$ cat src/rtl/fpdiv_sched.sv
// Round-robin scheduler that time-shares one fpdiv divider among NREQ requesters.
// Optional abort-on-timeout is enabled by defining FPDIV_SCHED_TIMEOUT_EN.
module fpdiv_sched #(
  parameter int unsigned NREQ    = 4,
  parameter int unsigned IDW     = 2,
  parameter int unsigned TIMEOUT = 63
) (
  input  logic                 CLOCK,
  input  logic                 RESET,
  input  logic [NREQ-1:0]      req_valid,
  input  logic [32*NREQ-1:0]   req_a,
  input  logic [32*NREQ-1:0]   req_b,
  output logic [NREQ-1:0]      req_ready,
  output logic                 rsp_valid,
  input  logic                 rsp_ready,
  output logic [IDW-1:0]       rsp_id,
  output logic [31:0]          rsp_data,
  output logic [1:0]           rsp_exc,
  output logic                 rsp_timeout,
  output logic                 busy,
  output logic [31:0]          div_a,
  output logic [31:0]          div_b,
  output logic                 div_reset,
  input  logic                 div_done,
  input  logic [31:0]          div_result,
  input  logic [1:0]           div_exc
);

  if (NREQ < 2 || NREQ > 8 || IDW != $clog2(NREQ) || TIMEOUT < 1 || TIMEOUT > 255) begin : g_bad_cfg
    $error("fpdiv_sched: unsupported NREQ/IDW/TIMEOUT combination");
  end

  typedef enum logic [1:0] {S_IDLE, S_LAUNCH, S_WAIT, S_RESP} state_e;

  state_e           state_q, state_d;
  logic [IDW-1:0]   rr_q, rr_d;
  logic [IDW-1:0]   gnt_q, gnt_d;
  logic [31:0]      div_a_q, div_a_d;
  logic [31:0]      div_b_q, div_b_d;
  logic             div_reset_q, div_reset_d;
  logic             rsp_valid_q, rsp_valid_d;
  logic [IDW-1:0]   rsp_id_q, rsp_id_d;
  logic [31:0]      rsp_data_q, rsp_data_d;
  logic [1:0]       rsp_exc_q, rsp_exc_d;
  logic             busy_q, busy_d;
  logic             first_q, first_d;
`ifdef FPDIV_SCHED_TIMEOUT_EN
  logic [7:0]       cnt_q, cnt_d;
  logic             rsp_timeout_q, rsp_timeout_d;
`endif

  logic             gnt_found;
  logic [IDW-1:0]   gnt_idx;
  logic [IDW-1:0]   cand;

  // First valid requester at or above the pointer, wrapping at NREQ-1
  always_comb begin
    gnt_found = 1'b0;
    gnt_idx   = '0;
    cand      = '0;
    for (int unsigned i = 0; i < NREQ; i++) begin
      cand = IDW'((32'(rr_q) + i) % NREQ);
      if (!gnt_found && req_valid[cand]) begin
        gnt_found = 1'b1;
        gnt_idx   = cand;
      end
    end
  end

  always_comb begin
    state_d     = state_q;
    rr_d        = rr_q;
    gnt_d       = gnt_q;
    div_a_d     = div_a_q;
    div_b_d     = div_b_q;
    rsp_id_d    = rsp_id_q;
    rsp_data_d  = rsp_data_q;
    rsp_exc_d   = rsp_exc_q;
    first_d     = first_q;
    req_ready   = '0;
`ifdef FPDIV_SCHED_TIMEOUT_EN
    cnt_d         = cnt_q;
    rsp_timeout_d = rsp_timeout_q;
`endif

    unique case (state_q)
      S_IDLE: begin
        if (gnt_found && !RESET) begin
          req_ready[gnt_idx] = 1'b1;
          div_a_d = req_a[{gnt_idx, 5'b0} +: 32];
          div_b_d = req_b[{gnt_idx, 5'b0} +: 32];
          gnt_d   = gnt_idx;
          rr_d    = (gnt_idx == IDW'(NREQ - 1)) ? '0 : gnt_idx + IDW'(1);
          state_d = S_LAUNCH;
        end
      end
      S_LAUNCH: begin
        first_d = 1'b1;
`ifdef FPDIV_SCHED_TIMEOUT_EN
        cnt_d   = 8'd0;
`endif
        state_d = S_WAIT;
      end
      S_WAIT: begin
        // DONE seen in the first WAIT cycle may be left over from the previous op
        first_d = 1'b0;
        if (!first_q && div_done) begin
          rsp_data_d = div_result;
          rsp_exc_d  = div_exc;
          rsp_id_d   = gnt_q;
          state_d    = S_RESP;
`ifdef FPDIV_SCHED_TIMEOUT_EN
          rsp_timeout_d = 1'b0;
        end else if (cnt_q == 8'(TIMEOUT - 1)) begin
          rsp_data_d    = 32'h7FC0_0000;
          rsp_exc_d     = 2'b11;
          rsp_id_d      = gnt_q;
          rsp_timeout_d = 1'b1;
          state_d       = S_RESP;
        end else begin
          cnt_d = cnt_q + 8'd1;
`endif
        end
      end
      S_RESP: begin
        if (rsp_ready) state_d = S_IDLE;
      end
      default: state_d = S_IDLE;
    endcase

    rsp_valid_d = (state_d == S_RESP);
    busy_d      = (state_d != S_IDLE);
    div_reset_d = (state_d != S_WAIT);
  end

  always_ff @(posedge CLOCK) begin
    if (RESET) begin
      state_q     <= S_IDLE;
      rr_q        <= '0;
      gnt_q       <= '0;
      div_a_q     <= '0;
      div_b_q     <= '0;
      div_reset_q <= 1'b1;
      rsp_valid_q <= 1'b0;
      rsp_id_q    <= '0;
      rsp_data_q  <= '0;
      rsp_exc_q   <= '0;
      busy_q      <= 1'b0;
      first_q     <= 1'b0;
`ifdef FPDIV_SCHED_TIMEOUT_EN
      cnt_q         <= '0;
      rsp_timeout_q <= 1'b0;
`endif
    end else begin
      state_q     <= state_d;
      rr_q        <= rr_d;
      gnt_q       <= gnt_d;
      div_a_q     <= div_a_d;
      div_b_q     <= div_b_d;
      div_reset_q <= div_reset_d;
      rsp_valid_q <= rsp_valid_d;
      rsp_id_q    <= rsp_id_d;
      rsp_data_q  <= rsp_data_d;
      rsp_exc_q   <= rsp_exc_d;
      busy_q      <= busy_d;
      first_q     <= first_d;
`ifdef FPDIV_SCHED_TIMEOUT_EN
      cnt_q         <= cnt_d;
      rsp_timeout_q <= rsp_timeout_d;
`endif
    end
  end

  assign rsp_valid = rsp_valid_q;
  assign rsp_id    = rsp_id_q;
  assign rsp_data  = rsp_data_q;
  assign rsp_exc   = rsp_exc_q;
  assign busy      = busy_q;
  assign div_a     = div_a_q;
  assign div_b     = div_b_q;
  assign div_reset = div_reset_q;
`ifdef FPDIV_SCHED_TIMEOUT_EN
  assign rsp_timeout = rsp_timeout_q;
`else
  assign rsp_timeout = 1'b0;
`endif

endmodule

$ cat config.mk
export PLATFORM = sky130hd
export DESIGN_NAME = fpdiv_sched
export DESIGN_NICKNAME = d
export VERILOG_FILES = /design/src/rtl/fpdiv_sched.sv
export SDC_FILE = /design/constraint.sdc
export NUM_CORES = 1
export LEC_CHECK = 0
export BUFFER_PORTS_ARGS = -buffer_cell sky130_fd_sc_hd__buf_4
export CORE_AREA = 2 2 156 158
export CTS_CLUSTER_DIAMETER = 80
export CTS_CLUSTER_SIZE = 25
export DETAILED_ROUTE_END_ITERATION = 16
export DIE_AREA = 0 0 158 160
export GPL_ROUTABILITY_DRIVEN = 1
export MAX_ROUTING_LAYER = met4
export RECOVER_POWER = 100
export SLEW_MARGIN = 20
export SYNTH_ARGS = -nofsm -noshare
export SYNTH_HDL_FRONTEND = slang
export SYNTH_SLANG_ARGS = --single-unit
$ cat constraint.sdc
create_clock -name CLOCK -period 4.2 [get_ports CLOCK]
set_clock_uncertainty 0.2 [all_clocks]
set_input_delay 1.26 -clock CLOCK [delete_from_list [all_inputs] [get_ports CLOCK]]
set_output_delay 1.26 -clock CLOCK [all_outputs]
set_load 0.005 [all_outputs]
**Word-level counts from Yosys, hierarchy flattened**

Index checks and enable logic that the tools add are counted.

- Order comparisons: 6
- Equality and inequality tests: 6
- Add/subtract/negate cells: 4
- Reductions and logical operators: 16
- Muxes and demuxes: 26
- Shift operators: 2

Operators by type and width:

| cell | count |
|---|---|
| $shiftx A128 B8 Y32 | 2 |
| $mux W2 | 8 |
| $lt A2 B3 Y1 const B | 5 |
| $mux W1 | 9 |
| $bmux W1 S2 | 4 |
| $eq A2 B2 Y1 const B | 4 |
| $mux W4 | 2 |
| $pmux W2 S4 | 1 |
| $logic_and A1 B1 Y1 | 6 |
| $logic_not A1 Y1 | 5 |
| $add A2 B1 Y2 const B | 2 |
| $add A2 B2 Y2 const B | 2 |
| $reduce_and A2 Y1 | 2 |
| $reduce_bool A2 Y1 | 2 |
| $demux W1 S2 | 1 |
| $eq A2 B1 Y1 const B | 1 |
| $ge A2 B1 Y1 const B | 1 |
| $logic_not A2 Y1 | 1 |
| $ne A2 B2 Y1 const B | 1 |
| $pmux W1 S2 | 1 |

- Flip-flop bits (word level): 110
- Output and inout port bits: 108
- Input bits: 298

**Depth between registers and ports, before layout**

Gate-level depths: netlist of the first run.

- Depth after elaboration: 18
- Depth in mapped cells: 9
- Gate-level depth less buffers: 7

**Worst setup path after synthesis of the first run**

OpenSTA, ideal clock, no wires.

- Path type: input port to output port
- Start: input req_valid[2]
- End: output req_ready[1]
- Arrival: 2286 ps
- Cell stages on the path: 6
- Setup slack: 454 ps
- Data required time: 2740 ps
- Path through: a22o_1 -> a211oi_4 -> nand2_2 -> buf_6 -> buf_8 -> nor2_1

- Longest elaborated chain between the ends: 18

Ends and longest elaborated chain:

| item | RTL line | source |
|---|---|---|
| start: declaration | 10 | `input logic [NREQ-1:0] req_valid,` |
| $bmux W1 S2 | 63 | `if (!gnt_found && req_valid[cand]) begin` |
| $mux W1 (not written as such) | 63 |  |
| $mux W1 | 63 |  |
| $logic_not A1 Y1 | 63 |  |
| $logic_and A1 B1 Y1 | 63 |  |
| $mux W1 | 63 |  |
| $logic_not A1 Y1 | 63 |  |
| $logic_and A1 B1 Y1 | 63 |  |
| [... 2 more ...] | - |  |
| $logic_and A1 B1 Y1 | 63 |  |
| $mux W2 | 63 |  |
| $lt A2 B3 Y1 (not written as such) or $ge A2 B1 Y1 (tied branches) | 89 | `req_ready[gnt_idx] = 1'b1;` |
| $logic_and A1 B1 Y1 (not written as such) | 89 |  |
| $mux W1 (not written as such) | 89 |  |
| $demux W1 S2 | 89 |  |
| $mux W4 * | 88 | `if (gnt_found && !RESET) begin` |
| $mux W4 * | 86 | `unique case (state_q)` |
| end: declaration | 13 | `output logic [NREQ-1:0] req_ready,` |

Mark *: on every way between the ends. The rest lies on a longest branch, timed or not. The select of a mux whose other input is x is not followed.

**Final worst setup path of the first run**

- Start: input req_valid[2]
- End: output req_ready[3]

Same word-level chain as after synthesis.

==> impl_metrics.yaml, run 1 <==
global_route:
  antenna_found_initial: 0
  grt_max_degree: 71
  grt.overflow.total: 0
  first_global_vias: 5807
  grt.total_usage_pct: 16.3
  grt_pass1_wl_um: 31200
yosys:
  yosys_warnings: 0
  yosysUniqueCellTypes: 32
  netlist_instances: 578
  synth_area_per_cell_um2: 10.0
  seq_area_frac_synth_pct: 38.0
  netlist_area_um2: 5790
  synth_nets: 882
  ys_ff_latch: 110
final_layout:
  multi_input_area_um2: 3030
  antenna_cells: 0
  area_delta_synth_final_pct: 55.3
  num-fill-cells: 2560
  post-route-util_pct: 37.7
  nets: 1262
  drive_above_1_share_pct: 43.9
  regArea_um2: 2200
worst_hold_path:
  hold_class: "reg2reg"
  holdCritStartpoint: "gnt_q[0]$_SDFFE_PP0P_"
  hold_path_depth: 2
  holdPathEnd: "gnt_q[0]$_SDFFE_PP0P_"
clock_tree:
  cts_buffers: 9
  clock-sinks: 110
  cts_buffer_depth: 2
  cts_tree: "yes"
  ctsRootBufferMaster: "clkbuf_16"
  hold_buffers: 0
  path_clk_slew_ns: 0.08
  post_cts_resized: 0
  ctsHtreeMaxLevel: 3
  post-cts-setup-buffers: 0
  clock_latency_ns: 0.35
outcome:
  status: "finished with violations"
  failed_checks: "capacitance limit, slew limit"
critical_path:
  worstReg2RegEnd: "div_b[17]$_SDFFE_PP0P_"
  cp_cell_sequence: "buf_4 -> a22o_1 -> a211oi_4 -> clkbuf_1 -> ha_1 -> and2_1 -> buf_4"
  r2r-start: "rr_q[0]$_SDFFE_PP0P_"
  cpMostUsedCell: "buf_4"
  cp-end-kind: "output pin"
  r2r_cells: 8
  start_kind: "primary input"
  critical-path-slowest-cell: "a211oi_4"
  critPathMaxStageDelay_ns: 0.30
  worst-endpoint-arrival_ns: 2.55
  cp_max_fo: 4
  worst-r2r-setup-slack_ns: 1.51
  crit_type: "in2out"
  required_ns: 2.74
sta:
  drv_slew: 41
  relSlewSlack_pct: -24.5
  holdWs_ns: 0.251
  min_period_over_period_pct: 95.5
  period_needed_ns: 4.01
  hold_viol: 0
  fmaxAchievable_mhz: 249
  timing.setup.tns_ns: 0
  worst_pin_slew_ns: 1.87
  rsz0062_at_grt: "no"
  finalSetupViolations: 0
die:
  fp.dieH_um: 160
  fp-row-count: 57
  die_w_um: 158
  die-area_um2: 25300
  ios: 406
  initial_utilization_pct: 24.3
  core_area_um2: 23800
routing:
  vias_per_cell: 4.46
  ant_nets: 0
  drtIter0Drc: 204
  drc: 0
  post_drt_wl_per_cell_um: 16.3
  wl_um: 21000
  first_pass_iters: 4
  num_vias: 5739
placement:
  gp_congestion: 0.768
  port_buffers: 404
  dp_hpwl_um: 16200
run:
  maxCapViolations: 1
power_and_ir_drop:
  ir_drop_uv: 203
  power_density_nw_per_um2: 360
  p_leak_nw: 3.94
==> where the power goes <==
part           switching (W)  total, W  internal, W
combinational       0.000491   0.00106     0.000570
clock               0.000432  0.000910     0.000477
sequential         0.0000790   0.00126      0.00118
==> per-stage QoR <==
stage	setup slack [ns]	std cells	power [W]	area (µm²)
after floorplan	0.454	578	0.00194	5790
after global placement	0.211	1271	0.00245	8990
after detailed placement	0.194	1271	0.00246	8990
after CTS	0.199	1287	0.00340	9300
after global routing	0.0871	1287	0.00343	8990
final	0.189	1287	0.00323	8990
==> worst max-delay path by stage <==
stage / to / slack, ns / startpoint / cells past startpoint
floorplan: req_ready[1] / 0.45 / req_valid[2] / 6
global placement: req_ready[2] / 0.21 / req_valid[2] / 7
detailed placement: req_ready[2] / 0.19 / req_valid[2] / 7
CTS: req_ready[2] / 0.20 / req_valid[2] / 7
global route: div_b[4]$_SDFFE_PP0P_ / 0.09 / RESET / 6
finish: req_ready[3] / 0.19 / req_valid[2] / 7
==> critical path, delay by kind of cell <==
kind | cells | cell delay, ns
compound gates | 2 | 0.56
simple gates | 1 | 0.12
buf+inv | 3 | 0.45
fa+ha+maj | 1 | 0.17
==> synthesized netlist by cell type, drive strengths merged <==
master	count	area share, %
inv	7	0.45
or2	1	0.11
mux2i	128	22
nor2b	1	0.11
nand2b	2	0.22
a31oi	1	0.11
buf	38	6.2
dfxtp	110	38
a21oi	42	3.6
nand2	144	9.4
o221ai	64	15
clkbuf	11	0.71
and2b	2	0.26
o41ai	1	0.28
nor2	8	0.56
ha	6	1.3
and2	2	0.22
a22o	3	0.45
o21ai	3	0.26
a21o	1	0.13
conb	1	0.065
a211oi	2	0.48
==> registers in the layout, indices dropped and copies added, names as in the netlist <==
signal and cells:
busy 1, rsp_valid 1, div_reset 1, first_q 1, state_q 2, rsp_id 2
gnt_q 2, rsp_data 32, rr_q 2, rsp_exc 2, div_b 32, div_a 32
==> routing by layer <==
metal  vias to the layer above  GRT usage [%]  wire length [µm]
met5                         -              -                 0
met3                        17           4.21              1610
li1                       2848              -                 -
met4                         0           3.81               283
met2                       231           28.4             10600
met1                      2643           18.6              8570
==> cell families (layout without fill, tap and decap cells) <==
family	Yosys count	in the layout	share of synthesized area [%]
AND/OR/NAND/NOR	160	160	10.9
multiplexers	128	128	22.1
AO/OA/AOI/OAI	117	117	20.2
flip-flops	110	110	38.0
buffers and inverters	56	441	7.37
adder cells (fa/ha/maj)	6	6	1.30
other	1	1	0.0648
==> cell usage in the layout (no fill, tap or decap), types with 2 or more instances in the layout <==
cell,Yosys,layout
buf_4,3,309
nand2_1,142,142
mux2i_1,128,128
dfxtp_1,110,110
clkbuf_4,0,65
clkbuf_1,11,42
a21oi_1,42,41
o221ai_1,16,41
o221ai_2,48,23
clkbuf_16,0,9
inv_1,5,6
nor2_1,7,6
ha_1,6,6
a22o_1,3,3
buf_12,3,3
nand2b_1,2,2
nor2_2,1,2
and2_1,2,2
o21ai_1,2,2
nand2_4,0,2
and2b_1,2,2
inv_6,0,2
inv_8,0,2
==> area by class of cell <==
cell class	instances	area share [%]
Tap cell	324	4.51
Inverter	7	0.292
Clock buffer	10	2.55
Timing Repair Buffer	418	33.6
Clock inverter	6	0.863
Multi-Input combinational cell	412	33.7
Sequential cell	110	24.5
Power figures use the tool's default switching activity.
==> run 2, diff against run 1 <==
--- a/config.mk
+++ b/config.mk
@@ -6,11 +6,11 @@
 export NUM_CORES = 1
 export LEC_CHECK = 0
 export BUFFER_PORTS_ARGS = -buffer_cell sky130_fd_sc_hd__buf_4
-export CORE_AREA = 2 2 156 158
+export CORE_AREA = 2 2 158 160
 export CTS_CLUSTER_DIAMETER = 80
 export CTS_CLUSTER_SIZE = 25
 export DETAILED_ROUTE_END_ITERATION = 16
-export DIE_AREA = 0 0 158 160
+export DIE_AREA = 0 0 160 162
 export GPL_ROUTABILITY_DRIVEN = 1
 export MAX_ROUTING_LAYER = met4
 export RECOVER_POWER = 100
==> impl_metrics.yaml, run 2 (synthesis gave the netlist of run 1 again) <==
outcome:
  status: "finished with violations"
  failed_checks: "capacitance limit, slew limit"
global_route:
  grt_max_degree: 71
  grt_pass1_wl_um: 32100
  grt.overflow.total: 0
  met1_usage_pct: 19.1
  grt_use_met3_pct: 4.24
  antenna_found_initial: 0
  busiest_layer: "met2"
  grt.total_usage_pct: 16.0
  first_global_vias: 5914
  met2_usage_pct: 26.6
die:
  fp-row-count: 57
  die-area_um2: 25900
  die_w_um: 160
  core_area_um2: 24100
  ios: 406
  initial_utilization_pct: 24.0
  fp.dieH_um: 162
routing:
  num_vias: 5749
  first_pass_iters: 6
  drtIter0Drc: 156
  drc: 0
  vias_per_cell: 4.47
  ant_nets: 0
  wl_um: 21100
  post_drt_wl_per_cell_um: 16.4
sta:
  timing.setup.tns_ns: 0
  relSlewSlack_pct: -26.4
  period_needed_ns: 4.06
  finalSetupViolations: 0
  rsz0062_at_grt: "no"
  fmaxAchievable_mhz: 247
  hold_viol: 0
  min_period_over_period_pct: 96.6
  drv_slew: 41
  worst_pin_slew_ns: 1.90
clock_tree:
  cts_buffer_depth: 2
  post-cts-setup-buffers: 0
  hold_buffers: 0
  clock_latency_ns: 0.35
  cts_tree: "yes"
  cts_buffers: 9
  ctsHtreeMaxLevel: 3
  clock-sinks: 110
  ctsRootBufferMaster: "clkbuf_16"
  path_clk_slew_ns: 0.08
  post_cts_resized: 0
power_and_ir_drop:
  p_sw_w: 0.000994
  p_int_w: 0.00222
  power_w: 0.00322
  power_density_nw_per_um2: 362
  p_leak_nw: 3.92
  ir_drop_uv: 274
  comb_power_share_pct: 32.4
  seqPwrFrac_pct: 39.1
  switching_share_pct: 30.9
  clockPowerShare_pct: 28.5
final_layout:
  final_cell_count_no_fill: 1286
  num-fill-cells: 2556
  final_cell_mix: "buf_4, nand2_1, mux2i_1, dfxtp_1, clkbuf_4"
  nets: 1261
  final_common_cell: "buf_4"
  final_cell_area_um2: 8890
  drive_above_1_share_pct: 42.9
  multi_input_area_um2: 2950
  area_delta_synth_final_pct: 53.5
  antenna_cells: 0
  regArea_um2: 2200
critical_path:
  cp_max_fo: 4
  required_ns: 2.74
  start_kind: "primary input"
  worst-endpoint-arrival_ns: 2.60
  crit_type: "in2out"
  cp-end-kind: "output pin"
worst_hold_path:
  hold_class: "reg2reg"
placement:
  port_buffers: 404
  dp_hpwl_um: 15900
  gp_congestion: 0.745
  post_dp_cell_area_um2: 8960
  dp_cells: 1270
run:
  maxCapViolations: 1
[run 2: cell types whose count changed in the layout (fill, tap and decap cells not counted), moves of 2 or more]
cell / before / now
buf_12: 3 / 1
clkbuf_1: 42 / 40
o221ai_2: 23 / 11
o221ai_1: 41 / 53
[run 2: worst paths after layout]
kind | start | endpoint | slack (ns) | depth (start not counted)
hold / removal | gnt_q[0]$_SDFFE_PP0P_ | gnt_q[0]$_SDFFE_PP0P_ | 0.25 | 2
hold reg to reg | gnt_q[0]$_SDFFE_PP0P_ | gnt_q[0]$_SDFFE_PP0P_ | 0.25 | 2
setup reg to reg | rr_q[1]$_SDFFE_PP0P_ | div_a[9]$_SDFFE_PP0P_ | 1.47 | 7
setup / recovery | req_valid[2] | req_ready[2] | 0.14 | 7
[run 2: cell type report]
class / count / area share, %
flip-flops and latches: 110 / 24.8
repair buffers: 417 / 33.7
clock buffers: 10 / 2.58
well taps: 324 / 4.56
clock inverters: 6 / 0.873
multi-input cells: 412 / 33.2
inverters: 7 / 0.296
[run 2: power by group through the flow]
| stage | logic, W | clock network [W] | registers (W) |
|---|---|---|---|
| floorplan | 0.000650 | 0 | 0.00129 |
| global placement | 0.00116 | 0 | 0.00128 |
| detailed placement | 0.00116 | 0 | 0.00129 |
| CTS | 0.00117 | 0.000965 | 0.00126 |
| global route | 0.00113 | 0.000998 | 0.00128 |
| finish | 0.00104 | 0.000916 | 0.00126 |
[run 2: routing by layer]
layer / part of all wire (%) / wire, µm / vias up
met2: 49 / 10400 / 231
met3: 6.5 / 1370 / 22
li1: - / - / 2841
met1: 43 / 9040 / 2655
met4: 1.5 / 306 / 0
met5: 0 / 0 / -
[run 2: worst max-delay path, stage by stage]
cell and delay [ns]:
buf_4 0.13, a22o_1 0.26, a211oi_4 0.38, inv_2 0.10, ha_1 0.20, and2_1 0.14, buf_4 0.13
[run 2: stage by stage]
stage	setup slack [ns]	hold slack [ns]	utilization, %
3_3_place_gp	0.156	0.234	37.2
4_1_cts	0.124	0.252	38.5
3_5_place_dp	0.127	0.240	37.2
2_1_floorplan	0.454	0.222	-
5_1_grt	0.0695	0.277	36.9
6_report	0.144	0.247	36.9
==> run 3, diff against run 2 <==
==> constraint.sdc (replaced) <==
create_clock -name CLOCK -period 4.2 [get_ports CLOCK]
set_clock_uncertainty 0.2 [all_clocks]
set_input_delay 0.63 -clock CLOCK [delete_from_list [all_inputs] [get_ports CLOCK]]
set_output_delay 0.63 -clock CLOCK [all_outputs]
set_load 0.005 [all_outputs]
==> impl_metrics.yaml, run 3 (synthesis gave the netlist of run 1 again) <==
die:
  fp.dieH_um: 162
  core_area_um2: 24100
  ios: 406
  die-area_um2: 25900
  die_w_um: 160
  fp-row-count: 57
  initial_utilization_pct: 24.0
critical_path:
  critical-path-slowest-cell: "o41ai_1"
  critPathTopFamily: "simple AND/OR/NAND/NOR gates"
  required_ns: 3.37
  crit_type: "in2out"
  start_kind: "primary input"
  critPathMaxStageDelay_ns: 0.66
  cp_num_buf_inv: 2
  cp_cell_sequence: "clkbuf_1 -> o41ai_1 -> nor2_1 -> nand2_4 -> nor2_1 -> buf_4"
  cpMostUsedCell: "nor2_1"
  worst-endpoint-arrival_ns: 2.30
  cp_max_fo: 25
  cp-end-kind: "output pin"
placement:
  port_buffers: 404
  gp_congestion: 0.802
  dp_hpwl_um: 15800
sta:
  timing.setup.tns_ns: 0
  fmaxAchievable_mhz: 319
  min_period_over_period_pct: 74.6
  finalSetupViolations: 0
  rsz0062_at_grt: "no"
  hold_viol: 0
  worst_pin_slew_ns: 1.74
  relSlewSlack_pct: -16.1
  drv_slew: 38
  period_needed_ns: 3.13
power_and_ir_drop:
  power_density_nw_per_um2: 360
  ir_drop_uv: 218
  p_leak_nw: 3.91
routing:
  vias_per_cell: 4.43
  drc: 0
  drtIter0Drc: 172
  wl_um: 21000
  ant_nets: 0
  num_vias: 5673
  first_pass_iters: 4
  post_drt_wl_per_cell_um: 16.4
global_route:
  first_global_vias: 5772
  grt.overflow.total: 0
  antenna_found_initial: 0
  grt_pass1_wl_um: 31800
  grt_max_degree: 71
  grt.total_usage_pct: 15.9
final_layout:
  nets: 1256
  regArea_um2: 2200
  final_common_cell: "buf_4"
  final_cell_mix: "buf_4, nand2_1, mux2i_1, dfxtp_1, clkbuf_4"
  drive_above_1_share_pct: 42.6
  multi_input_area_um2: 2970
  num-fill-cells: 2539
  post-route-util_pct: 36.9
  area_delta_synth_final_pct: 53.7
  antenna_cells: 0
clock_tree:
  clock-sinks: 110
  ctsHtreeMaxLevel: 3
  hold_buffers: 0
  ctsRootBufferMaster: "clkbuf_16"
  cts_tree: "yes"
  cts_buffers: 9
  post-cts-setup-buffers: 0
  path_clk_slew_ns: 0.08
  post_cts_resized: 0
  cts_buffer_depth: 2
  clock_latency_ns: 0.35
worst_hold_path:
  hold_class: "reg2reg"
outcome:
  failed_checks: "capacitance limit, slew limit"
  status: "finished with violations"
run:
  maxCapViolations: 1
## run 3: metal layers
metal	GRT usage, %	wire (µm)	vias up
met1	19.2	8930	2589
met5	-	0	-
met3	4.19	1500	21
met4	3.48	269	0
li1	-	-	2825
met2	26.7	10300	238
## run 3: final cells by class
| type | instances | area share [%] |
|---|---|---|
| Multi-Input combinational cell | 412 | 33.4 |
| Inverter | 7 | 0.295 |
| Timing Repair Buffer | 412 | 33.6 |
| Tap cell | 324 | 4.56 |
| Clock buffer | 10 | 2.57 |
| Clock inverter | 6 | 0.858 |
| Sequential cell | 110 | 24.8 |
## run 3: tightest hold or removal path, cell delays in order (launching register included)
cell	delay [ns]
dfxtp_1	0.31
nand2_1	0.05
nand2_1	0.04
## run 3: report_power, final
part           switching [W]  internal (W)
clock               0.000428      0.000476
combinational       0.000480      0.000561
sequential         0.0000769       0.00118
## run 3: worst paths after layout
path	from	slack, ns	to	cells after the start
setup reg to reg	state_q[0]$_SDFF_PP0_	1.11	busy$_SDFF_PP0_	8
setup / recovery	req_valid[2]	1.07	req_ready[0]	6
hold / removal	gnt_q[0]$_SDFFE_PP0P_	0.24	gnt_q[0]$_SDFFE_PP0P_	2
hold reg to reg	gnt_q[0]$_SDFFE_PP0P_	0.24	gnt_q[0]$_SDFFE_PP0P_	2
## run 3: per-stage QoR
stage          instances  hold slack [ns]  instance area [µm²]  setup slack [ns]  power [W]
2_1_floorplan        578            0.222                 5790              1.71    0.00194
3_3_place_gp        1265            0.232                 8960              1.31    0.00244
3_5_place_dp        1265            0.233                 8960              1.32    0.00245
4_1_cts             1281            0.246                 9270              1.20    0.00338
5_1_grt             1281            0.273                 8900             0.790    0.00339
6_report            1281            0.244                 8900              1.07    0.00320
